--- config.mk ---
export PLATFORM = sky130hd
export DESIGN_NAME = cache_control_vc_nway
export DESIGN_NICKNAME = d
export VERILOG_FILES = /design/src/rtl/vc_pkg.sv /design/src/rtl/vc_lru_ages.sv /design/src/rtl/cache_control_vc_nway.sv
export SDC_FILE = /design/constraint.sdc
export NUM_CORES = 1
export LEC_CHECK = 0
export ABC_AREA = 1
export CORE_MARGIN = 3
export CORE_UTILIZATION = 45
export DETAILED_ROUTE_END_ITERATION = 10
export SYNTH_ARGS = -nofsm -noshare
export SYNTH_HDL_FRONTEND = slang
export SYNTH_SLANG_ARGS = --single-unit
--- constraint.sdc ---
create_clock -name clk -period 5 [get_ports clk]
set_input_delay 0.75 -clock clk [delete_from_list [all_inputs] [get_ports clk]]
set_output_delay 0.75 -clock clk [all_outputs]
set_load 0.02 [all_outputs]
--- src/rtl/vc_pkg.sv ---
// Shared types and helpers for the victim-cache controller.
package vc_pkg;

   // Tags are stored at the widest supported address width; unused upper bits stay zero.
   localparam int unsigned MAX_ADDR_W = 64;

   typedef logic [MAX_ADDR_W-1:0] tag_t;

   typedef enum logic [2:0] {
      IDLE,
      READ_HIT,
      PMEM_READ,
      EVICT_WB,
      INSTALL,
      FLUSH_SCAN,
      FLUSH_WB,
      FLUSH_DONE
   } state_t;

   // Tag of a byte address.
   function automatic tag_t addr_tag(input logic [MAX_ADDR_W-1:0] addr,
                                     input int unsigned offset_w);
      return addr >> offset_w;
   endfunction

   // Line-aligned address rebuilt from a tag.
   function automatic logic [MAX_ADDR_W-1:0] line_addr(input tag_t tag,
                                                       input int unsigned offset_w);
      return tag << offset_w;
   endfunction

endpackage

--- src/rtl/vc_lru_ages.sv ---
// True-LRU tracker: one age counter per entry, kept as a permutation 0..N-1.
module vc_lru_ages #(
   parameter  int unsigned NUM_ENTRIES = 4,
   localparam int unsigned WAY_W       = $clog2(NUM_ENTRIES)
) (
   input  logic                         clk,
   input  logic                         rst_n,
   input  logic                         touch,
   input  logic [WAY_W-1:0]             touch_way,
   output logic [WAY_W-1:0]             lru_way,
   output logic [NUM_ENTRIES*WAY_W-1:0] ages
);

   logic [WAY_W-1:0] age_q [NUM_ENTRIES];

   // Touched entry becomes age 0; entries younger than it age by one.
   always_ff @(posedge clk or negedge rst_n) begin
      if (!rst_n) begin
         for (int i = 0; i < NUM_ENTRIES; i++) age_q[i] <= WAY_W'(i);
      end else if (touch) begin
         for (int i = 0; i < NUM_ENTRIES; i++) begin
            if (WAY_W'(i) == touch_way)            age_q[i] <= '0;
            else if (age_q[i] < age_q[touch_way])  age_q[i] <= age_q[i] + WAY_W'(1);
         end
      end
   end

   // Oldest entry and flattened age vector.
   always_comb begin
      lru_way = '0;
      ages    = '0;
      for (int i = 0; i < NUM_ENTRIES; i++) begin
         ages[i*WAY_W +: WAY_W] = age_q[i];
         if (age_q[i] == WAY_W'(NUM_ENTRIES-1)) lru_way = WAY_W'(i);
      end
   end

endmodule

--- src/rtl/cache_control_vc_nway.sv ---
// Fully-associative victim-cache controller between L2 and physical memory.
module cache_control_vc_nway
   import vc_pkg::*;
#(
   parameter  int unsigned ADDR_W      = 32,
   parameter  int unsigned OFFSET_W    = 5,
   parameter  int unsigned NUM_ENTRIES = 4,
   localparam int unsigned WAY_W       = $clog2(NUM_ENTRIES)
) (
   input  logic              clk,
   input  logic              rst_n,
   input  logic              mem_read,
   input  logic              mem_write,
   input  logic [ADDR_W-1:0] mem_address,
   input  logic              mem_dirty,
   input  logic              flush,
   input  logic              pmem_resp,
   output logic              mem_resp,
   output logic              rdatamux_sel,
   output logic [WAY_W-1:0]  way_sel,
   output logic              load_entry,
   output logic              pmem_read,
   output logic              pmem_write,
   output logic [ADDR_W-1:0] pmem_address,
   output logic              flush_done,
   output logic              busy
);

   state_t                   state_q, state_d;
   tag_t                     tag_q [NUM_ENTRIES];
   logic [NUM_ENTRIES-1:0]   valid_q, dirty_q;
   logic [WAY_W-1:0]         target_q, target_d;
   logic [WAY_W-1:0]         idx_q, idx_d;
   tag_t                     req_tag_q;
   logic                     hit_q;
   logic                     ins_dirty_q;

   tag_t                     req_tag;
   logic                     hit;
   logic [WAY_W-1:0]         hit_way;
   logic                     has_invalid;
   logic [WAY_W-1:0]         invalid_way;
   logic [WAY_W-1:0]         write_way;
   logic [WAY_W-1:0]         lru_way;
   logic [NUM_ENTRIES*WAY_W-1:0] ages;
   logic [WAY_W-1:0]         age_arr [NUM_ENTRIES];

   localparam logic [WAY_W-1:0] LAST_WAY = WAY_W'(NUM_ENTRIES-1);

   vc_lru_ages #(
      .NUM_ENTRIES (NUM_ENTRIES)
   ) u_lru (
      .clk       (clk),
      .rst_n     (rst_n),
      .touch     (state_q == INSTALL),
      .touch_way (target_q),
      .lru_way   (lru_way),
      .ages      (ages)
   );

   // Tag match and lowest-index invalid entry for the current request.
   always_comb begin
      req_tag     = addr_tag(MAX_ADDR_W'(mem_address), OFFSET_W);
      hit         = 1'b0;
      hit_way     = '0;
      has_invalid = 1'b0;
      invalid_way = '0;
      for (int i = 0; i < NUM_ENTRIES; i++) begin
         if (valid_q[i] && (tag_q[i] == req_tag)) begin
            hit     = 1'b1;
            hit_way = WAY_W'(i);
         end
      end
      for (int i = NUM_ENTRIES-1; i >= 0; i--) begin
         if (!valid_q[i]) begin
            has_invalid = 1'b1;
            invalid_way = WAY_W'(i);
         end
      end
      if (hit)              write_way = hit_way;
      else if (has_invalid) write_way = invalid_way;
      else                  write_way = lru_way;
   end

   // Next-state, target and flush-index selection.
   always_comb begin
      state_d  = state_q;
      target_d = target_q;
      idx_d    = idx_q;
      case (state_q)
         IDLE: begin
            if (mem_write) begin
               target_d = write_way;
               if (valid_q[write_way] && dirty_q[write_way] && !hit) state_d = EVICT_WB;
               else                                                  state_d = INSTALL;
            end else if (mem_read) begin
               target_d = hit_way;
               state_d  = hit ? READ_HIT : PMEM_READ;
            end else if (flush) begin
               idx_d   = '0;
               state_d = FLUSH_SCAN;
            end
         end
         READ_HIT:  state_d = IDLE;
         PMEM_READ: if (pmem_resp) state_d = IDLE;
         EVICT_WB:  if (pmem_resp) state_d = INSTALL;
         INSTALL:   state_d = IDLE;
         FLUSH_SCAN: begin
            if (valid_q[idx_q] && dirty_q[idx_q]) state_d = FLUSH_WB;
            else if (idx_q == LAST_WAY)           state_d = FLUSH_DONE;
            else                                  idx_d   = idx_q + WAY_W'(1);
         end
         FLUSH_WB: begin
            if (pmem_resp) state_d = (idx_q == LAST_WAY) ? FLUSH_DONE : FLUSH_SCAN;
         end
         FLUSH_DONE: state_d = IDLE;
         default:    state_d = IDLE;
      endcase
   end

   // State register plus request context captured while idle.
   always_ff @(posedge clk or negedge rst_n) begin
      if (!rst_n) begin
         state_q     <= IDLE;
         target_q    <= '0;
         idx_q       <= '0;
         req_tag_q   <= '0;
         hit_q       <= 1'b0;
         ins_dirty_q <= 1'b0;
      end else begin
         state_q  <= state_d;
         target_q <= target_d;
         idx_q    <= idx_d;
         if (state_q == IDLE) begin
            req_tag_q   <= req_tag;
            hit_q       <= hit;
            ins_dirty_q <= mem_dirty;
         end
      end
   end

   // Entry tag/valid/dirty bookkeeping.
   always_ff @(posedge clk or negedge rst_n) begin
      if (!rst_n) begin
         valid_q <= '0;
         dirty_q <= '0;
         for (int i = 0; i < NUM_ENTRIES; i++) tag_q[i] <= '0;
      end else begin
         case (state_q)
            READ_HIT: begin
               valid_q[target_q] <= 1'b0;
               dirty_q[target_q] <= 1'b0;
            end
            EVICT_WB: if (pmem_resp) dirty_q[target_q] <= 1'b0;
            INSTALL: begin
               tag_q[target_q]   <= req_tag_q;
               valid_q[target_q] <= 1'b1;
               dirty_q[target_q] <= ins_dirty_q | (hit_q & dirty_q[target_q]);
            end
            FLUSH_WB: if (pmem_resp) dirty_q[idx_q] <= 1'b0;
            default: ;
         endcase
      end
   end

   // Moore output decode; mem_resp in PMEM_READ follows pmem_resp.
   always_comb begin
      mem_resp     = 1'b0;
      rdatamux_sel = 1'b0;
      way_sel      = '0;
      load_entry   = 1'b0;
      pmem_read    = 1'b0;
      pmem_write   = 1'b0;
      pmem_address = '0;
      flush_done   = 1'b0;
      busy         = (state_q != IDLE);
      case (state_q)
         READ_HIT: begin
            way_sel      = target_q;
            rdatamux_sel = 1'b1;
            mem_resp     = 1'b1;
         end
         PMEM_READ: begin
            pmem_read    = 1'b1;
            pmem_address = ADDR_W'(line_addr(req_tag_q, OFFSET_W));
            mem_resp     = pmem_resp;
         end
         EVICT_WB: begin
            pmem_write   = 1'b1;
            way_sel      = target_q;
            pmem_address = ADDR_W'(line_addr(tag_q[target_q], OFFSET_W));
         end
         INSTALL: begin
            load_entry = 1'b1;
            way_sel    = target_q;
            mem_resp   = 1'b1;
         end
         FLUSH_WB: begin
            pmem_write   = 1'b1;
            way_sel      = idx_q;
            pmem_address = ADDR_W'(line_addr(tag_q[idx_q], OFFSET_W));
         end
         FLUSH_DONE: flush_done = 1'b1;
         default: ;
      endcase
   end

   // The reported LRU way must always carry the oldest age.
   always_comb begin
      for (int i = 0; i < NUM_ENTRIES; i++) age_arr[i] = ages[i*WAY_W +: WAY_W];
   end

   lru_consistent: assert property (@(posedge clk) disable iff (!rst_n)
      age_arr[lru_way] == LAST_WAY);

endmodule

==> impl_metrics.env, run 1 <==
export IMPL_p_sw_frac=0.498
export IMPL_drt_pass1_iter_count=6
export IMPL_maxCapViolCount=0
export IMPL_path_clk_slew_ns=0.07
export IMPL_intPower_uw=3800
export IMPL_slew_headroom=0.370
export IMPL_grt_pass1_wl_mm=66.7
export IMPL_vdd_ir_drop_max_uv=366
export IMPL_crit_type="reg2out"
export IMPL_track_usage=0.334
export IMPL_ys_seq_area_frac=0.366
export IMPL_min_path_type="in2async"
export IMPL_syn_area_per_cell_um2=6.38
export IMPL_totalWireLength_mm=43.4
export IMPL_cts_max_level=4
export IMPL_post_cts_setup_buffer_count=0
export IMPL_finalInstanceArea_um2=12500
export IMPL_ys_warn_count=0
export IMPL_period_needed_ns=3.95
export IMPL_num_nets_final=1804
export IMPL_diodes=0
export IMPL_path_max_fanout=62
export IMPL_syn_inst=1719
export IMPL_rsz0062_at_grt="no"
export IMPL_area_growth_pct=14.4
export IMPL_place_area_um2=12000
export IMPL_route_detailed_drc=0
export IMPL_grt_pass1_vias=11300
export IMPL_slew_violations=0
export IMPL_root_buffer="clkbuf_16"
export IMPL_multi_input_area_um2=5900
export IMPL_drt_iter0_drc=1506
export IMPL_cp_arrival_ns=3.20
export IMPL_grt_ovfl_total=0
export IMPL_rows=56
export IMPL_power_total_uw=7580
export IMPL_cts_buffers_inserted=17
export IMPL_cts_resized=0
export IMPL_gp_congestion=1.07
export IMPL_status="finished clean"
export IMPL_vias=11800
export IMPL_startpoint_type="flop"
export IMPL_p_comb_frac=0.505
export IMPL_cts_tree="yes"
export IMPL_required_ns=4.25
export IMPL_cellPowerDensity_nw_per_um2=604
export IMPL_cts_buffer_depth=2
export IMPL_cts_sinks=160
export IMPL_ys_types=43
export IMPL_num_io_pins=80
export IMPL_end_kind="primary output"
export IMPL_die_h_um=162
export IMPL_hold_buffers=0
export IMPL_syn_area_um2=11000
export IMPL_core_area_um2=23700
export IMPL_leakagePower_uw=0.00585
export IMPL_fin_tns_setup_ns=0
export IMPL_die_area_um2=26300
export IMPL_hold_viol=0
export IMPL_regArea_um2=4010
export IMPL_fmax_ghz=0.253
export IMPL_drive_above_1_share=0.0600
export IMPL_antenna_found_initial=1
export IMPL_insertion_delay_ns=0.44
export IMPL_vias_per_cell=5.68
export IMPL_fillerInstances=2524
export IMPL_switchingPower_uw=3770
export IMPL_portBuffers=69
export IMPL_ys_ff_latch=160
export IMPL_wire_per_inst_um=20.8
export IMPL_setup_viol=0
export IMPL_grt_max_degree=82
export IMPL_postRouteAntennaNets=0
export IMPL_dp_hpwl_mm=31.2
export IMPL_seq_power_share=0.315
export IMPL_pwr_share_clk=0.180
export IMPL_worst_pin_slew_ns=0.943
export IMPL_start_util=0.463
export IMPL_fp_dieW_um=162
export IMPL_finalClockSkew_ns=0.0140
export IMPL_min_period_over_period=0.790
[cells by family after synthesis]
| kind of cell | count (synthesis) | synth area share |
|---|---|---|
| xor+xnor | 22 | 0.0176 |
| fa+ha+maj | 11 | 0.0125 |
| simple gates | 830 | 0.301 |
| flops | 160 | 0.366 |
| compound gates | 407 | 0.201 |
| buf+inv | 288 | 0.101 |
| other cells | 1 | 0.000342 |
[path summary, 6_finish.rpt]
kind / from / to / slack, ns / depth (start not counted)
hold / removal: rst_n / req_tag_q[5] / 0.35 / 1
setup reg to reg: target_q[0] / u_lru.ages[2] / 1.75 / 8
setup / recovery: idx_q[0] / pmem_address[13] / 1.05 / 6
hold reg to reg: hit_q / hit_q / 0.49 / 2
min in group clk: hit_q / hit_q / 0.49 / 2
max in group asynchronous: rst_n / u_lru.ages[2] / 3.68 / 2
[synthesized netlist by cell type]
cell type / instances / share of area
a22oi_1: 5 / 0.0034
a32oi_1: 1 / 0.00080
conb_1: 1 / 0.00034
o21ai_0: 259 / 0.12
o211ai_1: 12 / 0.0082
a21oi_2: 1 / 0.00080
nand3b_1: 2 / 0.0014
a211oi_1: 1 / 0.00068
buf_4: 5 / 0.0034
xnor2_1: 21 / 0.017
dfstp_2: 4 / 0.0096
a2111oi_0: 1 / 0.00080
inv_2: 24 / 0.0082
clkinv_1: 4 / 0.0014
nand3_1: 72 / 0.033
o31ai_1: 2 / 0.0014
a31oi_1: 4 / 0.0023
o221ai_1: 4 / 0.0032
nor3_1: 8 / 0.0037
buf_2: 10 / 0.0046
ha_1: 11 / 0.013
o21a_1: 1 / 0.00068
a21oi_1: 62 / 0.028
nor2_1: 137 / 0.047
nand4_1: 11 / 0.0063
o2111ai_1: 2 / 0.0016
o21ai_1: 2 / 0.00091
nand2_1: 581 / 0.20
a221oi_1: 2 / 0.0016
o22ai_1: 44 / 0.025
o21bai_1: 1 / 0.00068
nor2_2: 6 / 0.0034
buf_1: 13 / 0.0044
dfrtp_1: 156 / 0.36
clkbuf_1: 48 / 0.016
nand3_2: 2 / 0.0018
nand2_2: 7 / 0.0040
or2_2: 1 / 0.00057
a32o_1: 1 / 0.00091
xor2_1: 1 / 0.00080
inv_1: 184 / 0.063
and2_1: 3 / 0.0017
a22o_1: 2 / 0.0016
[cell type report]
| cell class | count | area share |
|---|---|---|
| clock buffer | 19 | 0.0353 |
| clock inverter | 13 | 0.0121 |
| inverter | 212 | 0.0634 |
| multi-input combinational | 1275 | 0.470 |
| sequential | 160 | 0.320 |
| tap | 319 | 0.0318 |
| timing repair buffer | 88 | 0.0675 |
[placed cells by master, fill, tap and decap left out, types with 12 or more instances in the layout]
master           instances
nand2_1                580
o21ai_0                259
inv_1                  182
dfrtp_1                155
nor2_1                 131
nand3_1                 72
clkdlybuf4s50_1         68
a21oi_1                 62
o22ai_1                 44
inv_2                   25
xnor2_1                 21
buf_4                   18
clkbuf_16               17
o211ai_1                12
[power groups by stage]
stage / sequential (uW) / combinational [uW] / clock [uW]
floorplan: 2200 / 2450 / 0
global placement: 2380 / 3700 / 0
detailed placement: 2380 / 3750 / 0
CTS: 2370 / 3760 / 1380
global route: 2460 / 4230 / 1430
finish: 2390 / 3830 / 1370
[through the flow]
step                hold slack, ns  instances   util  setup WS, ns
global placement             0.477       2054  0.505          1.54
global route                 0.407       2086  0.530         0.864
finish                       0.353       2086  0.530          1.05
CTS                          0.391       2086  0.530          1.06
detailed placement           0.475       2054  0.505          1.53
floorplan                    0.447       1723      -          2.43
[metal layers]
layer,GRT usage,share of wire,vias up
met4,0.121,0.035,2
met2,0.511,0.43,649
met1,0.470,0.43,5489
li1,-,-,5603
met3,0.0701,0.10,97
met5,0,0.00025,-
[worst max-delay path, cell delays in order, from the launching register on]
cell and delay (ns):
dfrtp_2 0.90, buf_4 0.64, a21oi_1 0.13, o21ai_0 0.11
nand3_1 0.10, o211ai_1 0.19, clkdlybuf4s50_1 0.66
[registers in the layout, indices dropped and copies added (netlist names), named ones only]
name,flops
dirty_q,4
hit_q,1
idx_q,2
ins_dirty_q,1
req_tag_q,27
state_q,3
tag_q,108
target_q,2
u_lru.ages,8
(Power assumes the default switching activity.)
==> inputs of run 2 (changes only) <==
--- a/config.mk
+++ b/config.mk
@@ -9,6 +9,7 @@
 export CORE_MARGIN = 3
 export CORE_UTILIZATION = 45
 export DETAILED_ROUTE_END_ITERATION = 10
+export PLACE_DENSITY = 0.66
 export SYNTH_ARGS = -nofsm -noshare
 export SYNTH_HDL_FRONTEND = slang
 export SYNTH_SLANG_ARGS = --single-unit
==> constraint.sdc (replaced) <==
create_clock -name clk -period 3.2 [get_ports clk]
set_input_delay 0.48 -clock clk [delete_from_list [all_inputs] [get_ports clk]]
set_output_delay 0.48 -clock clk [all_outputs]
set_load 0.02 [all_outputs]
==> impl_metrics.env, run 2 (synthesis results as in run 1) <==
export IMPL_required_ns=2.72
export IMPL_grt_pass1_wl_mm=66.6
export IMPL_leakagePower_uw=0.00594
export IMPL_track_usage=0.334
export IMPL_period_needed_ns=3.09
export IMPL_slew_violations=0
export IMPL_mostFrequentLayoutCells="nand2_1 (579), o21ai_0 (259), inv_1 (184)"
export IMPL_path_max_fanout=21
export IMPL_min_path_type="in2async"
export IMPL_post_cts_setup_buffer_count=0
export IMPL_num_nets_final=1820
export IMPL_insertion_delay_ns=0.44
export IMPL_postRouteAntennaNets=0
export IMPL_drive_above_1_share=0.0679
export IMPL_setup_viol=0
export IMPL_path_clk_slew_ns=0.07
export IMPL_hold_buffers=0
export IMPL_diodes=0
export IMPL_grt_ovfl_total=0
export IMPL_min_period_over_period=0.965
export IMPL_num_io_pins=80
export IMPL_die_area_um2=26300
export IMPL_largest_register_ff_count=108
export IMPL_cts_resized=0
export IMPL_cts_max_level=4
export IMPL_cts_buffers_inserted=17
export IMPL_crit_type="reg2out"
export IMPL_antenna_found_initial=0
export IMPL_vias_per_cell=5.75
export IMPL_cp_arrival_ns=2.61
export IMPL_wire_per_inst_um=20.7
export IMPL_end_kind="primary output"
export IMPL_cpMostUsedCell="inv_1"
export IMPL_totalWireLength_mm=43.6
export IMPL_drt_iter0_drc=1707
export IMPL_r2r_start="target_q[1]"
export IMPL_maxCapViolCount=0
export IMPL_drt_pass1_iter_count=6
export IMPL_cellPowerDensity_nw_per_um2=942
export IMPL_route_detailed_drc=0
export IMPL_portBuffers=69
export IMPL_slew_headroom=0.514
export IMPL_start_util=0.463
export IMPL_startpoint_type="flop"
export IMPL_gp_congestion=1.13
export IMPL_worst_pin_slew_ns=0.727
export IMPL_vdd_ir_drop_max_uv=472
export IMPL_fin_tns_setup_ns=0
export IMPL_cts_sinks=160
export IMPL_status="finished clean"
export IMPL_final_common_cell="nand2_1"
export IMPL_grt_pass1_vias=11300
export IMPL_dp_hpwl_mm=31.8
export IMPL_hold_viol=0
export IMPL_fmax_ghz=0.324
export IMPL_rows=56
export IMPL_core_area_um2=23700
export IMPL_regMostFlops="tag_q"
export IMPL_rsz0062_at_grt="no"
export IMPL_critPathMaxStageDelay_ns=0.63
export IMPL_r2r_end="u_lru.ages[3]"
export IMPL_critPathSlowestCell="clkdlybuf4s50_1"
export IMPL_r2r_slack_ns=0.46
export IMPL_crit_family="buffers and inverters"
export IMPL_root_buffer="clkbuf_16"
export IMPL_vias=12100
export IMPL_holdWs_ns=0.0501
export IMPL_cts_tree="yes"
export IMPL_crit_buf_inv=4
export IMPL_area_growth_pct=15.7
export IMPL_grt_max_degree=70
export IMPL_crit_chain="inv_1, nand2_1, nor2_2, buf_4, inv_1, o22ai_1, clkdlybuf4s50_1"
export IMPL_finalClockSkew_ns=0.0130
export IMPL_fp_dieW_um=162
export IMPL_die_h_um=162
export IMPL_ff2ff_path_depth=10
export IMPL_cts_buffer_depth=2
run 2: changes by cell type in the layout (fill, tap and decap cells not counted), sizes merged:
cell,before,now
buf,20,36
clkinvlp,5,3
clkbuf,19,20
clkinv,6,7
inv,212,211
run 2: worst reg2reg max path: stages, from the launching register on:
cell	delay, ns
dfrtp_1	0.40
inv_1	0.12
nand2_2	0.12
buf_4	0.30
o22ai_1	0.14
a221oi_1	0.53
ha_1	0.36
o21a_1	0.11
o31ai_1	0.37
nand3_1	0.11
o21ai_0	0.10
run 2: worst max path at each step:
stage | from | to | slack (ns) | depth (start not counted)
floorplan | target_q[0] | u_lru.ages[2] | 0.63 | 11
global placement | mem_address[27] | state_q[2] | 0.35 | 18
detailed placement | mem_address[9] | state_q[2] | 0.32 | 16
CTS | target_q[0] | pmem_address[5] | 0.06 | 7
global route | state_q[0] | way_sel[1] | 0.0003 | 7
finish | state_q[0] | way_sel[1] | 0.11 | 7
run 2: layout make-up:
cell class | instances | area (um^2)
fill | 2452 | 11000
multi-input combinational | 1275 | 5900
sequential | 160 | 4010
timing repair buffer | 104 | 1000
inverter | 212 | 800
clock buffer | 20 | 447
tap | 319 | 399
clock inverter | 11 | 133
run 2: per-stage QoR:
step	cells	total power, uW	utilization	instance area (um^2)	setup slack [ns]
after CTS	2101	11800	0.536	12700	0.0597
after floorplan	1723	7270	-	11000	0.627
after detailed placement	2070	9680	0.511	12100	0.321
after global placement	2070	9560	0.511	12100	0.352
final	2101	12000	0.536	12700	0.113
after global routing	2101	12800	0.536	12700	0.000281
run 2: power by group:
| part | internal, uW | switching [uW] |
|---|---|---|
| Combinational | 2000 | 4180 |
| Clock | 1180 | 928 |
| Sequential | 2860 | 815 |
run 2: layer usage:
| layer | wire length [um] | vias up | track usage |
|---|---|---|---|
| li1 | - | 5632 | - |
| met1 | 17800 | 5596 | 0.468 |
| met2 | 19300 | 741 | 0.518 |
| met3 | 4850 | 120 | 0.0617 |
| met4 | 1650 | 0 | 0.120 |
| met5 | 0 | - | 0 |
